$ cat config.mk
export PLATFORM = sky130hd
export DESIGN_NAME = debounce_multi
export DESIGN_NICKNAME = d
export VERILOG_FILES = /design/src/rtl/debounce_multi.sv
export SDC_FILE = /design/constraint.sdc
export NUM_CORES = 1
export LEC_CHECK = 0
export CELL_PAD_IN_SITES_DETAIL_PLACEMENT = 0
export CELL_PAD_IN_SITES_GLOBAL_PLACEMENT = 1
export CORE_MARGIN = 2
export CORE_UTILIZATION = 50
export DETAILED_ROUTE_END_ITERATION = 12
export PLACE_DENSITY = 0.84
export SYNTH_ARGS = -nofsm -noshare
export SYNTH_HDL_FRONTEND = slang
export SYNTH_SLANG_ARGS = --single-unit
$ cat constraint.sdc
create_clock -name clk -period 5.13 [get_ports clk]
set_input_delay 0.7695 -clock clk [delete_from_list [all_inputs] [get_ports clk]]
set_output_delay 0.7695 -clock clk [all_outputs]
set_load 0.05 [all_outputs]
$ cat src/rtl/debounce_multi.sv
// N-channel debouncer driven by one shared sample tick.
// Each channel provides a debounced level, rise/fall pulses and long-press/auto-repeat hold pulses.
module debounce_multi #(
    parameter int            CH           = 8,
    parameter int            TICK_DIV     = 1000000,
    parameter int            STABLE_N     = 3,
    parameter int            LONG_TICKS   = 100,
    parameter int            REPEAT_TICKS = 20,
    parameter logic [CH-1:0] ACTIVE_LOW   = {CH{1'b0}}
) (
    input  logic          clk,
    input  logic          rst_n,
    input  logic [CH-1:0] din,
    output logic [CH-1:0] level,
    output logic [CH-1:0] rise,
    output logic [CH-1:0] fall,
    output logic [CH-1:0] hold,
    output logic          tick
);

    localparam int TW = $clog2(TICK_DIV);
    localparam int SW = $clog2(STABLE_N + 1);
    localparam int HW = $clog2(LONG_TICKS + REPEAT_TICKS + 1);

    localparam logic [TW-1:0] TICK_LAST  = TW'(TICK_DIV - 1);
    localparam logic [TW-1:0] TICK_PRE   = TW'(TICK_DIV - 2);
    localparam logic [SW-1:0] STAB_LAST  = SW'(STABLE_N - 1);
    localparam logic [HW-1:0] HOLD_PRE   = HW'(LONG_TICKS - 1);
    localparam logic [HW-1:0] HOLD_FIRST = HW'(LONG_TICKS);
    localparam logic [HW-1:0] HOLD_WRAP  = HW'(LONG_TICKS + REPEAT_TICKS - 1);

    logic [CH-1:0] sync_a;
    logic [CH-1:0] sync_b;
    logic [CH-1:0] s;
    logic [TW-1:0] tick_cnt;
    logic [SW-1:0] stab_cnt [CH];
    logic [HW-1:0] hold_cnt [CH];
    logic [CH-1:0] accept;

    // NOTE: sequential state uses non-blocking assignments so every flop samples pre-edge values.
    always_ff @(posedge clk or negedge rst_n) begin
        if (!rst_n) begin
            sync_a <= '0;
            sync_b <= '0;
        end else begin
            sync_a <= din;
            sync_b <= sync_a;
        end
    end

    assign s = sync_b ^ ACTIVE_LOW;

    // tick is registered one count early so it is high exactly while tick_cnt == TICK_DIV-1.
    always_ff @(posedge clk or negedge rst_n) begin
        if (!rst_n) begin
            tick_cnt <= '0;
            tick     <= 1'b0;
        end else begin
            tick_cnt <= (tick_cnt == TICK_LAST) ? '0 : tick_cnt + TW'(1);
            tick     <= (tick_cnt == TICK_PRE);
        end
    end

    // NOTE: default assigned before the loop so no path leaves accept unassigned (no latch).
    always_comb begin
        accept = '0;
        for (int i = 0; i < CH; i++) begin
            accept[i] = tick && (s[i] != level[i]) && (stab_cnt[i] == STAB_LAST);
        end
    end

    // NOTE: the per-channel counters are plain registers, not RAM, so they take the async reset too.
    always_ff @(posedge clk or negedge rst_n) begin
        if (!rst_n) begin
            level <= '0;
            rise  <= '0;
            fall  <= '0;
            hold  <= '0;
            for (int i = 0; i < CH; i++) begin
                stab_cnt[i] <= '0;
                hold_cnt[i] <= '0;
            end
        end else begin
            rise <= accept & s;
            fall <= accept & ~s;
            hold <= '0;
            for (int i = 0; i < CH; i++) begin
                if (accept[i]) begin
                    level[i] <= s[i];
                end

                if (tick) begin
                    if (accept[i] || (s[i] == level[i])) begin
                        stab_cnt[i] <= '0;
                    end else begin
                        stab_cnt[i] <= stab_cnt[i] + SW'(1);
                    end
                end

                // Hold counter restarts on the accepting edge and whenever the level is low.
                if (accept[i] || !level[i]) begin
                    hold_cnt[i] <= '0;
                end else if (tick) begin
                    if ((REPEAT_TICKS > 0) && (hold_cnt[i] == HOLD_WRAP)) begin
                        hold[i]     <= 1'b1;
                        hold_cnt[i] <= HOLD_FIRST;
                    end else if (hold_cnt[i] == HOLD_PRE) begin
                        hold[i]     <= 1'b1;
                        hold_cnt[i] <= HOLD_FIRST;
                    end else if ((REPEAT_TICKS > 0) || (hold_cnt[i] != HOLD_FIRST)) begin
                        hold_cnt[i] <= hold_cnt[i] + HW'(1);
                    end
                end
            end
        end
    end

endmodule
==> run summary <==
Syn Nets -> 654
Cell area after synthesis -> 6440 sq um
Mapped Cells -> 626
Post-synth top area share -> 54.8%
Post-Synth Simple-Gate Area -> 24.1%
P&R area growth vs syn -> 18.9%
Postcts setup bufs -> 0
Ys flop type -> dfrtp_1
Met3 WL -> 351 um
IO Count -> 43
Commonest cells post-synth -> 141 x dfrtp_1, 70 x nand3_1, 57 x a21oi_1
Cell Rows -> 41
GPL Wtd Cong -> 0.813
Cell taking the most area after synthesis -> dfrtp_1
Worst setup path class -> flop to primary output
WHS Endpoint -> s[4]
Worst path cell trace -> clkdlybuf4s50_1
Max Slew Vio Count -> 0
Metal-1 WL -> 5.85 mm
P_leak -> 3.21 nW
Compound-Gate Fraction of Synth Area -> 10.3%
Hold Path Depth -> 0
Worst Path Max Fanout -> 38
FF-to-FF End -> stab_cnt[12]
Slowest cell delay on critical path -> 0.96 ns
Root buffer cell -> clkbuf_16
Final net count -> 700
Cts hold-fix bufs -> 0
Clk_skew -> 0.00522 ns
Synth top area cells -> dfrtp_1 55%, nand3_1 5.4%, a21oi_1 4.4%, ha_1 3.5%, nand2_1 3.1%
WHS -> 0.345 ns
CP Data Arrival Time -> 2.22 ns
Sequential area share after synthesis -> 54.8%
Met2 wire length -> 5.83 mm
Die Ht -> 117 um
Routed Wire Length -> 12.3 mm
CTS Sinks -> 141
R2R Path Start -> tick
Final Hold Fails -> 0
Share of layout cells above drive strength 1 -> 7.15%
Total congestion overflow -> 0
Core area -> 12600 sq um
Average wire per standard cell -> 14.3 um
Slew @ Worst Pin -> 0.875 ns
Die ar. -> 13800 sq um
Reg2reg setup slack -> 2.68 ns
Number of synthesized flops with an enable pin -> 0
Die width -> 117 um
Synthesized area per cell -> 10.3 sq um
Largest family of logic cells by synthesized area -> simple AND/OR/NAND/NOR gates
First-pass GRT wire length -> 21.7 mm
Final period utilization -> 58.3%
RSZ-0062 raised after global routing -> no
Port Buf Inserts -> 42
Cell with the most instances after synthesis -> dfrtp_1
Critical Path RT -> 4.36 ns
Vias per cell -> 5.57
Count of TritonRoute iterations in the first routing pass -> 4
Worst vdd ir -> 0.229 mV
Top layer in use -> met4
Max Cap Violations -> 0
Worst skew pair latency -> 0.42 ns
Num CTS Buffers -> 17
Synth cell types -> 49
# fillers -> 1067
Max Clk Rate -> 0.334 GHz
Yosys warns -> 0
Setup TNS -> 0 ns
H-tree depth -> 4
Register bit total from synthesis -> 141
Initial drt markers -> 307
Cells on worst reg2reg path -> 4
Worst Hold Class -> flop to flop
Vias -> 4775
Rel. slew slack -> 41.7%
Slowest CP cell -> clkdlybuf4s50_1
CTS resizes -> 0
Share of flip-flops with an asynchronous set or reset -> 100%
Hold Path Origin -> sync_a[4]
Final ANT Viol Nets -> 0
Minimum clock period after layout -> 2.99 ns
Vias in the first global route -> 4672
Adder-Cell Fraction of Synth Area -> 3.50%
Worst-path clk slew -> 0.05 ns
Buffer and inverter count on the worst path -> 1
Worst-case clock buffer depth -> 2
Critical path's top delay family -> buffers and inverters
Global-route usage over all layers -> 19.2%
ANT cells -> 0
Status -> finished clean
Power, Total -> 2.45 mW
Post-layout util -> 60.7%
Initial antenna violation count -> 0
CP startpoint kind -> flop
Starting Density -> 51.0%
CTS tree -> built
Largest net degree at the start of global routing -> 99
Synth Area in XOR/XNOR -> 3.94%
DP Wirelength -> 7.99 mm
Crit end category -> primary output
Drt drc -> 0
Mux cell area share after synthesis -> 1.40%
Pwr/cell area -> 321 nW/um^2
Final setup violation count -> 0
-- how the worst max path moves through the flow --
stage / slack [ns] / cells past startpoint / startpoint / end
after detailed placement: 2.59 / 1 / tick / tick
after global routing: 2.10 / 1 / tick / tick
final: 2.14 / 1 / tick / tick
after CTS: 2.12 / 1 / tick / tick
after floorplan: 3.22 / 5 / tick / stab_cnt[0]
after global placement: 2.63 / 1 / tick / tick
-- final cells by class --
cell class                      instances  area [sq um]  area share, %
Sequential cell                       141          3530           46.1
Multi-Input combinational cell        454          2790           36.4
Clock buffer                           27           533           6.96
Tap cell                              172           215           2.81
Inverter                               13          48.8          0.637
Timing Repair Buffer                   45           444           5.80
Clock inverter                          5           100           1.31
-- registers in the layout, indices dropped and copies added, names as in the netlist --
register	cells
tick	1
stab_cnt	16
tick_cnt	20
hold	8
fall	8
rise	8
s	8
hold_cnt	56
level	8
sync_a	8
-- per-layer routing --
layer | vias to the layer above | track usage [%]
met1 | 2348 | 25.8
met2 | 58 | 30.0
met5 | - | 0
li1 | 2352 | -
met3 | 17 | 4.36
met4 | 0 | 8.58
-- cells in the final DEF (no fill, tap or decap), types with 8 or more instances in the layout --
master / Yosys / routed
o21ai_0: 27 / 27
nand3b_1: 8 / 8
or3_1: 18 / 18
nand2_1: 54 / 54
ha_1: 18 / 18
nand2b_1: 18 / 18
nor2b_1: 8 / 8
inv_1: 13 / 13
a21oi_1: 57 / 57
clkdlybuf4s50_1: 0 / 41
nor2_1: 16 / 16
xnor2_1: 18 / 18
nand3_1: 70 / 70
nor3b_1: 16 / 16
mux2_2: 8 / 8
nand4_1: 9 / 9
clkbuf_16: 0 / 17
dfrtp_1: 141 / 140
o21ai_1: 8 / 8
xor2_1: 11 / 11
nor3_1: 35 / 35
-- power by group --
group	internal, mW	switching (mW)	total, mW
registers	1.12	0.00507	1.12
logic	0.00970	0.0243	0.0340
clock network	0.854	0.441	1.30
-- metrics by stage --
stage | area, sq um | std cells | worst slack [ns]
finish | 7660 | 857 | 2.14
global route | 7660 | 857 | 2.10
global placement | 7020 | 825 | 2.63
floorplan | 6440 | 626 | 3.22
CTS | 7660 | 857 | 2.12
detailed placement | 7020 | 825 | 2.59
-- logic make-up after synthesis --
| family | after synthesis |
|---|---|
| mux | 8 |
| fa+ha+maj | 18 |
| simple gates | 281 |
| xor+xnor | 29 |
| compound gates | 118 |
| buf+inv | 31 |
| flops | 141 |
No activity file was read; power rests on OpenSTA's default activity.
